===== src/rtl/mpi_mem_bridge_if.sv =====
// mpi_mem_bridge_if: MPI local-bus signal bundle between a bus master and the
// mpi_mem_bridge register bank.
interface mpi_mem_bridge_if;
  logic        mpi_cs;
  logic        mpi_wren;
  logic        mpi_rden;
  logic [14:0] mpi_addr;
  logic [63:0] mpi_data_wr;
  logic [63:0] mpi_data_rd;
  logic        mpi_rd_rdy;

  modport master (
    output mpi_cs, mpi_wren, mpi_rden, mpi_addr, mpi_data_wr,
    input  mpi_data_rd, mpi_rd_rdy
  );

  modport slave (
    input  mpi_cs, mpi_wren, mpi_rden, mpi_addr, mpi_data_wr,
    output mpi_data_rd, mpi_rd_rdy
  );
endinterface


===== src/rtl/mpi_mem_bridge.sv =====
// mpi_mem_bridge: 64-bit MPI register bank bridging to NUM_CH memory-controller channels.
// Define MPI_MEM_BRIDGE_TIMEOUT_EN to bound each channel's WAIT state by TIMEOUT_CYC cycles.
module mpi_mem_bridge #(
  parameter int          NUM_CH     = 2,
  parameter int          AW         = 25,
  parameter int          DW         = 32,
  parameter int          FIFO_DEPTH = 16,
  parameter int          RD_LAT     = 8,
  parameter logic [14:0] CH_BASE    = 15'h70,
  parameter logic [63:0] VERSION    = 64'h0
`ifdef MPI_MEM_BRIDGE_TIMEOUT_EN
  ,
  parameter int          TIMEOUT_CYC = 65535
`endif
) (
  input  logic                 clk_mpi,
  input  logic                 rst_mpi_n,
  mpi_mem_bridge_if.slave      mpi,
  output logic                 mpi_mem_local_ctrl_en,
  output logic [NUM_CH-1:0]    ch_start,
  output logic [NUM_CH-1:0]    ch_cmd,
  output logic [NUM_CH-1:0]    ch_chip_rst_n,
  output logic [NUM_CH*AW-1:0] ch_addr,
  output logic [NUM_CH*DW-1:0] ch_data_wr,
  input  logic [NUM_CH*DW-1:0] ch_data_rd,
  input  logic [NUM_CH-1:0]    ch_done,
  input  logic [NUM_CH-1:0]    ch_rdy
);

  localparam int PW = (FIFO_DEPTH > 1) ? $clog2(FIFO_DEPTH) : 1;
  localparam int CW = $clog2(FIFO_DEPTH) + 1;

  typedef enum logic [1:0] {ST_IDLE, ST_REQ, ST_WAIT, ST_CAPT} chState_e;

  logic                   wrEn;
  logic                   rdEn;
  logic                   inChWin;
  logic [14:0]            chOff;
  logic [10:0]            chIdx;
  logic [3:0]             chReg;
  logic [NUM_CH-1:0][63:0] chRdVal;
  logic [63:0]            rdMux;
  logic [63:0]            test_q;
  logic                   localCtrlEn_q;
  logic [63:0]            rdData_q;
  logic                   rdRdy_q;
  logic [RD_LAT-1:0]      csShift_q;

  // Channel window: each channel owns a 16-register block starting at CH_BASE.
  always_comb begin
    wrEn    = mpi.mpi_cs & mpi.mpi_wren;
    rdEn    = mpi.mpi_cs & mpi.mpi_rden;
    inChWin = (mpi.mpi_addr >= CH_BASE);
    chOff   = mpi.mpi_addr - CH_BASE;
    chIdx   = chOff[14:4];
    chReg   = chOff[3:0];
  end

  for (genvar c = 0; c < NUM_CH; c++) begin : g_ch
    logic          sel;
    logic          ctrlWr;
    logic          cmdWr;
    logic          popReq;
    chState_e      state_q;
    logic          cmd_q;
    logic [AW-1:0] addr_q;
    logic [DW-1:0] wdata_q;
    logic          start_q;
    logic          chipRstN_q;
    logic          clrPend_q;
    logic          doneDly_q;
    logic          ovf_q;
    logic          busyErr_q;
    logic [PW-1:0] wrPtr_q, wrPtr_d;
    logic [PW-1:0] rdPtr_q, rdPtr_d;
    logic [CW-1:0] count_q, count_d;
    logic [DW-1:0] mem_q [FIFO_DEPTH];
    logic          doneRise;
    logic          pushReq;
    logic          doPush;
    logic          doPop;
    logic          fifoEmpty;
    logic          fifoFull;
    logic          tmoHit;
    logic          tmoFlag;
    logic [63:0]   rdVal;

    assign sel      = inChWin && (chIdx == 11'(c));
    assign ctrlWr   = wrEn && sel && (chReg == 4'd0);
    assign cmdWr    = wrEn && sel && (chReg == 4'd1);
    assign popReq   = rdEn && sel && (chReg == 4'd2);
    assign doneRise = ch_done[c] & ~doneDly_q;

    // A pending clear beats any push or pop landing in the same cycle.
    always_comb begin
      fifoEmpty = (count_q == '0);
      fifoFull  = (count_q == CW'(FIFO_DEPTH));
      doPop     = popReq && !fifoEmpty;
      pushReq   = (state_q == ST_CAPT) && cmd_q;
      doPush    = pushReq && (!fifoFull || doPop);
      wrPtr_d   = wrPtr_q;
      rdPtr_d   = rdPtr_q;
      count_d   = count_q;
      if (clrPend_q) begin
        wrPtr_d = '0;
        rdPtr_d = '0;
        count_d = '0;
      end else begin
        if (doPush) wrPtr_d = (wrPtr_q == PW'(FIFO_DEPTH - 1)) ? '0 : wrPtr_q + 1'b1;
        if (doPop)  rdPtr_d = (rdPtr_q == PW'(FIFO_DEPTH - 1)) ? '0 : rdPtr_q + 1'b1;
        count_d = count_q + CW'(doPush) - CW'(doPop);
      end
    end

    always_ff @(posedge clk_mpi) begin
      if (doPush && !clrPend_q) mem_q[wrPtr_q] <= ch_data_rd[c*DW +: DW];
    end

    always_ff @(posedge clk_mpi) begin
      if (!rst_mpi_n) begin
        state_q    <= ST_IDLE;
        cmd_q      <= 1'b0;
        addr_q     <= '0;
        wdata_q    <= '0;
        start_q    <= 1'b0;
        chipRstN_q <= 1'b1;
        clrPend_q  <= 1'b0;
        doneDly_q  <= 1'b0;
        ovf_q      <= 1'b0;
        busyErr_q  <= 1'b0;
        wrPtr_q    <= '0;
        rdPtr_q    <= '0;
        count_q    <= '0;
      end else begin
        doneDly_q <= ch_done[c];
        start_q   <= 1'b0;
        clrPend_q <= ctrlWr && mpi.mpi_data_wr[1];
        wrPtr_q   <= wrPtr_d;
        rdPtr_q   <= rdPtr_d;
        count_q   <= count_d;
        if (ctrlWr) begin
          chipRstN_q <= mpi.mpi_data_wr[0];
          if (mpi.mpi_data_wr[8]) begin
            ovf_q     <= 1'b0;
            busyErr_q <= 1'b0;
          end
        end
        if (cmdWr && state_q != ST_IDLE) busyErr_q <= 1'b1;
        if (pushReq && !doPush && !clrPend_q) ovf_q <= 1'b1;
        case (state_q)
          ST_IDLE: if (cmdWr) begin
            cmd_q   <= mpi.mpi_data_wr[60];
            addr_q  <= mpi.mpi_data_wr[32 +: AW];
            wdata_q <= mpi.mpi_data_wr[DW-1:0];
            start_q <= 1'b1;
            state_q <= ST_REQ;
          end
          ST_REQ:  state_q <= ST_WAIT;
          ST_WAIT: begin
            if (doneRise)    state_q <= ST_CAPT;
            else if (tmoHit) state_q <= ST_IDLE;
          end
          ST_CAPT: state_q <= ST_IDLE;
          default: state_q <= ST_IDLE;
        endcase
      end
    end

`ifdef MPI_MEM_BRIDGE_TIMEOUT_EN
    logic [15:0] tmoCnt_q;
    logic        tmo_q;

    assign tmoHit  = (state_q == ST_WAIT) && (tmoCnt_q == 16'(TIMEOUT_CYC));
    assign tmoFlag = tmo_q;

    always_ff @(posedge clk_mpi) begin
      if (!rst_mpi_n) begin
        tmoCnt_q <= '0;
        tmo_q    <= 1'b0;
      end else begin
        if (state_q == ST_REQ) tmoCnt_q <= '0;
        else if (state_q == ST_WAIT && !doneRise && !tmoHit) tmoCnt_q <= tmoCnt_q + 16'd1;
        if (ctrlWr && mpi.mpi_data_wr[8]) tmo_q <= 1'b0;
        if (tmoHit && !doneRise) tmo_q <= 1'b1;
      end
    end
`else
    assign tmoHit  = 1'b0;
    assign tmoFlag = 1'b0;
`endif

    always_comb begin
      rdVal = '0;
      case (chReg)
        4'd0: begin
          rdVal[31:16] = 16'(count_q);
          rdVal[7]     = ovf_q;
          rdVal[6]     = busyErr_q;
          rdVal[5]     = ch_rdy[c];
          rdVal[4]     = ch_done[c];
          rdVal[3]     = tmoFlag;
          rdVal[2]     = (state_q != ST_IDLE);
          rdVal[0]     = chipRstN_q;
        end
        4'd1: begin
          rdVal[60]        = cmd_q;
          rdVal[32 +: AW]  = addr_q;
          rdVal[DW-1:0]    = wdata_q;
        end
        4'd2: if (!fifoEmpty) rdVal[DW-1:0] = mem_q[rdPtr_q];
        default: rdVal = '0;
      endcase
    end

    assign chRdVal[c]              = sel ? rdVal : '0;
    assign ch_start[c]             = start_q;
    assign ch_cmd[c]               = cmd_q;
    assign ch_chip_rst_n[c]        = chipRstN_q;
    assign ch_addr[c*AW +: AW]     = addr_q;
    assign ch_data_wr[c*DW +: DW]  = wdata_q;
  end

  // Channel contributions are already zero unless selected, so OR them together.
  always_comb begin
    rdMux = '0;
    case (mpi.mpi_addr)
      15'h0: rdMux = VERSION;
      15'h1: rdMux = test_q;
      15'h2: rdMux = {63'b0, localCtrlEn_q};
      default: for (int c = 0; c < NUM_CH; c++) rdMux = rdMux | chRdVal[c];
    endcase
  end

  always_ff @(posedge clk_mpi) begin
    if (!rst_mpi_n) begin
      test_q        <= '0;
      localCtrlEn_q <= 1'b0;
      rdData_q      <= '0;
      rdRdy_q       <= 1'b0;
      csShift_q     <= '0;
    end else begin
      if (wrEn && mpi.mpi_addr == 15'h1) test_q <= mpi.mpi_data_wr;
      if (wrEn && mpi.mpi_addr == 15'h2) localCtrlEn_q <= mpi.mpi_data_wr[0];
      rdData_q  <= rdMux;
      csShift_q <= (csShift_q << 1) | RD_LAT'(mpi.mpi_cs);
      rdRdy_q   <= mpi.mpi_rden & csShift_q[RD_LAT-1];
    end
  end

  assign mpi.mpi_data_rd       = rdData_q;
  assign mpi.mpi_rd_rdy        = rdRdy_q;
  assign mpi_mem_local_ctrl_en = localCtrlEn_q;

endmodule


===== src/flat_wrapper.sv =====
// flat-port wrapper written by rule: the top's interface ports become plain ports
module mpi_mem_bridge_flat 
#(
  parameter int          NUM_CH     = 2,
  parameter int          AW         = 25,
  parameter int          DW         = 32,
  parameter int          FIFO_DEPTH = 16,
  parameter int          RD_LAT     = 8,
  parameter logic [14:0] CH_BASE    = 15'h70,
  parameter logic [63:0] VERSION    = 64'h0

)
  (clk_mpi, rst_mpi_n, mpi_mem_local_ctrl_en, ch_start, ch_cmd, ch_chip_rst_n, ch_addr, ch_data_wr, ch_data_rd, ch_done, ch_rdy, mpi_mpi_cs, mpi_mpi_wren, mpi_mpi_rden, mpi_mpi_addr, mpi_mpi_data_wr, mpi_mpi_data_rd, mpi_mpi_rd_rdy);
  mpi_mem_bridge_if mpi_i ();
  input  logic clk_mpi;
  input  logic rst_mpi_n;
  output logic mpi_mem_local_ctrl_en;
  output logic [NUM_CH-1:0] ch_start;
  output logic [NUM_CH-1:0] ch_cmd;
  output logic [NUM_CH-1:0] ch_chip_rst_n;
  output logic [NUM_CH*AW-1:0] ch_addr;
  output logic [NUM_CH*DW-1:0] ch_data_wr;
  input  logic [NUM_CH*DW-1:0] ch_data_rd;
  input  logic [NUM_CH-1:0] ch_done;
  input  logic [NUM_CH-1:0] ch_rdy;
  input wire logic [$bits(mpi_i.mpi_cs)-1:0] mpi_mpi_cs;
  input wire logic [$bits(mpi_i.mpi_wren)-1:0] mpi_mpi_wren;
  input wire logic [$bits(mpi_i.mpi_rden)-1:0] mpi_mpi_rden;
  input wire logic [$bits(mpi_i.mpi_addr)-1:0] mpi_mpi_addr;
  input wire logic [$bits(mpi_i.mpi_data_wr)-1:0] mpi_mpi_data_wr;
  output wire logic [$bits(mpi_i.mpi_data_rd)-1:0] mpi_mpi_data_rd;
  output wire logic [$bits(mpi_i.mpi_rd_rdy)-1:0] mpi_mpi_rd_rdy;
  assign mpi_i.mpi_cs = mpi_mpi_cs;
  assign mpi_i.mpi_wren = mpi_mpi_wren;
  assign mpi_i.mpi_rden = mpi_mpi_rden;
  assign mpi_i.mpi_addr = mpi_mpi_addr;
  assign mpi_i.mpi_data_wr = mpi_mpi_data_wr;
  assign mpi_mpi_data_rd = mpi_i.mpi_data_rd;
  assign mpi_mpi_rd_rdy = mpi_i.mpi_rd_rdy;
  mpi_mem_bridge #(.NUM_CH(NUM_CH), .AW(AW), .DW(DW), .FIFO_DEPTH(FIFO_DEPTH), .RD_LAT(RD_LAT), .CH_BASE(CH_BASE), .VERSION(VERSION)) u_core (.clk_mpi(clk_mpi), .rst_mpi_n(rst_mpi_n), .mpi(mpi_i), .mpi_mem_local_ctrl_en(mpi_mem_local_ctrl_en), .ch_start(ch_start), .ch_cmd(ch_cmd), .ch_chip_rst_n(ch_chip_rst_n), .ch_addr(ch_addr), .ch_data_wr(ch_data_wr), .ch_data_rd(ch_data_rd), .ch_done(ch_done), .ch_rdy(ch_rdy));
endmodule

===== config.mk =====
export PLATFORM = sky130hd
export DESIGN_NAME = mpi_mem_bridge_flat
export DESIGN_NICKNAME = d
export VERILOG_FILES = /design/src/rtl/mpi_mem_bridge_if.sv /design/src/rtl/mpi_mem_bridge.sv /design/src/flat_wrapper.sv
export SDC_FILE = /design/constraint.sdc
export NUM_CORES = 1
export LEC_CHECK = 0
export BUFFER_PORTS_ARGS = -buffer_cell sky130_fd_sc_hd__clkbuf_2
export CAP_MARGIN = 20
export CORE_MARGIN = 8
export CORE_UTILIZATION = 40
export CTS_CLUSTER_DIAMETER = 40
export CTS_CLUSTER_SIZE = 14
export DETAILED_ROUTE_END_ITERATION = 8
export PLACE_DENSITY = 0.53
export SLEW_MARGIN = 25
export SYNTH_ARGS = -nofsm -noshare
export SYNTH_HDL_FRONTEND = slang
export SYNTH_SLANG_ARGS = --single-unit

===== constraint.sdc =====
create_clock -name clk_mpi -period 6.02 [get_ports clk_mpi]
set_input_delay 0.301 -clock clk_mpi [delete_from_list [all_inputs] [get_ports clk_mpi]]
set_output_delay 0.301 -clock clk_mpi [all_outputs]
set_load 0.1 [all_outputs]

==> results_tabular.tex <==
\begin{tabular}{lr}
\hline
Metric & Value \\
\hline
\multicolumn{2}{l}{\textbf{Placed design}} \\
Final estimated routing congestion in global placement & 0.812 \\
DP Wirelength & 96.7 mm \\
Cell area reported after detailed placement & 55000 sq um \\
Count of buffers from port buffering & 337 \\
Number of placed cells counting well taps & 5035 \\
\multicolumn{2}{l}{\textbf{Layout}} \\
Total Nets Final & 3867 \\
Post-layout instance area & 62500 sq um \\
Top library cells by usage in the layout, fill and taps aside & sky130\_fd\_sc\_hd\_\_edfxtp\_1 (1024), sky130\_fd\_sc\_hd\_\_nand2\_1 (458), sky130\_fd\_sc\_hd\_\_clkbuf\_2 (337) \\
Share of layout cells above drive strength 1 & 0.264 \\
Synth-to-Final Area Change & 22.9\% \\
Most common library cell in the layout ignoring fill and taps & sky130\_fd\_sc\_hd\_\_edfxtp\_1 \\
Final cell count without fillers & 5499 \\
Count of fill cells added during filler insertion & 10800 \\
\multicolumn{2}{l}{\textbf{Yosys}} \\
Library cell with the largest summed area after synthesis & sky130\_fd\_sc\_hd\_\_edfxtp\_1 \\
Prevailing post-synth register cell & sky130\_fd\_sc\_hd\_\_edfxtp\_1 \\
Number of flops mapped to enable cells by yosys & 1024 \\
Sequential element share of the synthesized area & 0.724 \\
Synth Instances & 3151 \\
Warnings, synthesis & 0 \\
Top post-synthesis cells by area & sky130\_fd\_sc\_hd\_\_edfxtp\_1 (60\%), sky130\_fd\_sc\_hd\_\_dfxtp\_1 (12\%), sky130\_fd\_sc\_hd\_\_mux4\_2 (9.6\%) \\
Share of flip-flops with an asynchronous set or reset after synthesis & 0 \\
Synthesis-stage register bit count & 1328 \\
Post-synthesis cell type count & 65 \\
Syn nets & 3333 \\
Synthesized area per cell & 16.2 sq um \\
Share of Yosys cell area claimed by the top area cell type & 0.604 \\
Total standard cell area after synthesis & 50900 sq um \\
\multicolumn{2}{l}{\textbf{STA}} \\
Tmin final & 3.48 ns \\
Final clock period utilization by the worst path & 0.578 \\
\# setup viols final & 0 \\
Transition time of the tightest slew-check pin & 1.12 ns \\
Worst slew slack as a fraction of its limit & 0.249 \\
Setup repair after global routing missed its margin & no \\
Clk\_skew & 0.0337 ns \\
Final hold vios & 0 \\
Fmax achieved & 288 MHz \\
Number of max-slew violations in the final report & 0 \\
Fin Setup TNS & 0 ns \\
\multicolumn{2}{l}{\textbf{Die}} \\
Vertical extent of the die & 373 microns \\
Starting Density & 0.401 \\
Full die area & 139000 sq um \\
Core region area & 127000 sq um \\
Top Ports & 338 \\
Horizontal die dimension & 373 microns \\
Number of placement rows & 131 \\
\multicolumn{2}{l}{\textbf{Clock tree}} \\
Buffers from clock root to sink, at most & 3 \\
Insertion delay to the later sink of the worst-skew pair & 0.78 ns \\
TritonCTS Buffers & 174 \\
Clock root cell & sky130\_fd\_sc\_hd\_\_clkbuf\_16 \\
Number of instances resized during post-cts repair & 0 \\
Number of clock sinks & 1328 \\
Buffers inserted during post-CTS setup optimization & 0 \\
Number of H-tree branching levels & 4 \\
TritonCTS clock tree & built \\
Register clock-pin slew on the reported worst setup and hold paths & 0.06 ns \\
\multicolumn{2}{l}{\textbf{Pwr}} \\
Clock Power Share & 0.514 \\
Pleak & 20.3 nW \\
Combinational power share & 0.015 \\
P\_sw & 4.38 mW \\
Sequential group share of total power & 0.471 \\
Maximum resistive drop on vdd & 0.304 mV \\
Switching part of the total power & 0.209 \\
Total power density per cell area & 335 nW/um\^{}2 \\
Internal power consumption & 16.6 mW \\
\multicolumn{2}{l}{\textbf{Worst setup path}} \\
Worst Path Max Fanout & 22 \\
Required time reported for the critical path endpoint & 6.47 ns \\
Crit. End Element & flop \\
Setup crit start kind & input pin \\
Data arrival, critical path & 3.93 ns \\
Critical Setup Path Class & input pin to flop \\
\multicolumn{2}{l}{\textbf{Flow run}} \\
Max-cap violation count & 0 \\
\multicolumn{2}{l}{\textbf{Hold path}} \\
Class of the tightest hold or removal check & input pin to flop \\
\multicolumn{2}{l}{\textbf{Drt}} \\
Number of DRC violations after detailed-routing iteration 0 & 2865 \\
Vias & 30300 \\
Remaining antenna violation count & 0 \\
Detailed Routing Iterations Pass 1 & 5 \\
DRC viols & 0 \\
Post-Route WL & 147 mm \\
Routed length per instance & 26.8 microns \\
Via/cell ratio & 5.51 \\
\multicolumn{2}{l}{\textbf{Run status}} \\
Run status & finished clean \\
\multicolumn{2}{l}{\textbf{Global routing}} \\
Total congestion overflow & 0 \\
Global router's overall resource usage & 0.207 \\
Via count of the first global-routing pass & 30200 \\
Number of antenna violations at the first check in global routing & 9 \\
Largest net degree at the start of global routing & 80 \\
First-pass GRT wire length & 215 mm \\
\hline
\end{tabular}
==> path summary, 6_finish.rpt <==
kind | startpoint | endpoint | slack [ns] | cells past startpoint
worst max-delay path | mpi_mpi_addr[13] | u_core.g_ch[0].mem_q[14][11]$_DFFE_PP_ | 2.54 | 7
worst min-delay path | ch_rdy[1] | u_core.mpi.mpi_data_rd[5]$_SDFF_PN0_ | 0.09 | 5
worst max register to register | flop | u_core.mpi.mpi_data_rd[16]$_SDFF_PN0_ | 2.65 | 6
worst min register to register | u_core.csShift_q[3]$_SDFF_PN0_ | u_core.csShift_q[4]$_SDFF_PN0_ | 0.43 | 1
==> synth_stat cells (all sizes together) (6+ instances only) <==
master / number
a21o: 12
a21oi: 205
a22oi: 103
a31oi: 24
and2: 26
and3: 6
buf: 76
clkbuf: 123
dfxtp: 304
edfxtp: 1024
ha: 28
inv: 28
mux2i: 189
mux4: 216
nand2: 459
nand2b: 12
nand3: 19
nand4: 11
nor2: 83
nor3: 10
nor4: 11
o2111ai: 10
o211ai: 24
o21ai: 45
o221ai: 20
o22ai: 11
or3: 6
xnor2: 6
==> registers in the layout, summed over array words and instances, names as in the netlist, 2 cells and up, named ones only <==
| register | count |
|---|---|
| u_core.csShift_q | 8 |
| u_core.g_ch.addr_q | 50 |
| u_core.g_ch.busyErr_q | 2 |
| u_core.g_ch.chipRstN_q | 2 |
| u_core.g_ch.clrPend_q | 2 |
| u_core.g_ch.cmd_q | 2 |
| u_core.g_ch.count_q | 10 |
| u_core.g_ch.doneDly_q | 2 |
| u_core.g_ch.mem_q | 1024 |
| u_core.g_ch.ovf_q | 2 |
| u_core.g_ch.rdPtr_q | 8 |
| u_core.g_ch.start_q | 2 |
| u_core.g_ch.state_q | 4 |
| u_core.g_ch.wdata_q | 64 |
| u_core.g_ch.wrPtr_q | 8 |
| u_core.mpi.mpi_data_rd | 64 |
| u_core.test_q | 64 |
==> routing by layer <==
metal  up-vias  global-route usage  part of all wire
met5         -                   0           0.00018
met4         4              0.0532             0.020
met3       206              0.0431             0.074
met2      1049               0.319              0.46
met1     15700               0.298              0.45
li1      13300                   -                 -
==> what timing repair did <==
item | in CTS | in global routing
hold buffers | 136 | 0
endpoints found under the hold margin | 1213 | 0
endpoints found under the setup margin | 0 | 0
==> final cells by class <==
cell class	instances	area (sq um)	area share
Inverter	28	110	0.00176
Clock buffer	202	4650	0.0744
Antenna cell	4	10.0	0.000160
Timing Repair Buffer	557	3860	0.0618
Tap cell	1662	2080	0.0333
Multi-Input combinational cell	1596	13500	0.215
Clock inverter	122	1500	0.0240
Sequential cell	1328	36900	0.589
==> worst max-delay path, cell delays in order <==
cell	delay, ns
sky130_fd_sc_hd__clkbuf_2	0.08
sky130_fd_sc_hd__or4_4	0.57
sky130_fd_sc_hd__nor4_2	0.96
sky130_fd_sc_hd__a21o_2	0.36
sky130_fd_sc_hd__nand4_1	0.40
sky130_fd_sc_hd__nor2_4	0.89
sky130_fd_sc_hd__buf_4	0.35
==> per-stage QoR <==
stage          utilization  setup WS (ns)  hold WS (ns)  total power, mW
5_1_grt              0.493           2.46         0.116             21.5
6_report             0.493           2.54        0.0939             20.9
3_5_place_dp         0.434           1.77         0.417             10.3
2_1_floorplan            -          0.651         0.400             10.1
3_3_place_gp         0.432           1.86         0.414             10.3
4_1_cts              0.493           2.60        0.0274             21.1
==> power by group through the flow <==
stage | combinational (mW) | sequential (mW) | clock, mW
2_1_floorplan | 0.0391 | 10.1 | 0
3_3_place_gp | 0.242 | 10.0 | 0
3_5_place_dp | 0.244 | 10.0 | 0
4_1_cts | 0.321 | 9.85 | 11.0
5_1_grt | 0.341 | 9.85 | 11.3
6_report | 0.321 | 9.86 | 10.8
==> cell families after synthesis <==
family | synth area share
adders and majority gates | 0.00767
muxes | 0.133
buffers and inverters | 0.0178
AOI/OAI and AO/OA | 0.0591
xor gates and xnor gates | 0.00172
DFF | 0.724
and+or+nand+nor | 0.0565
Note: power is estimated with default switching activity, not from simulation.
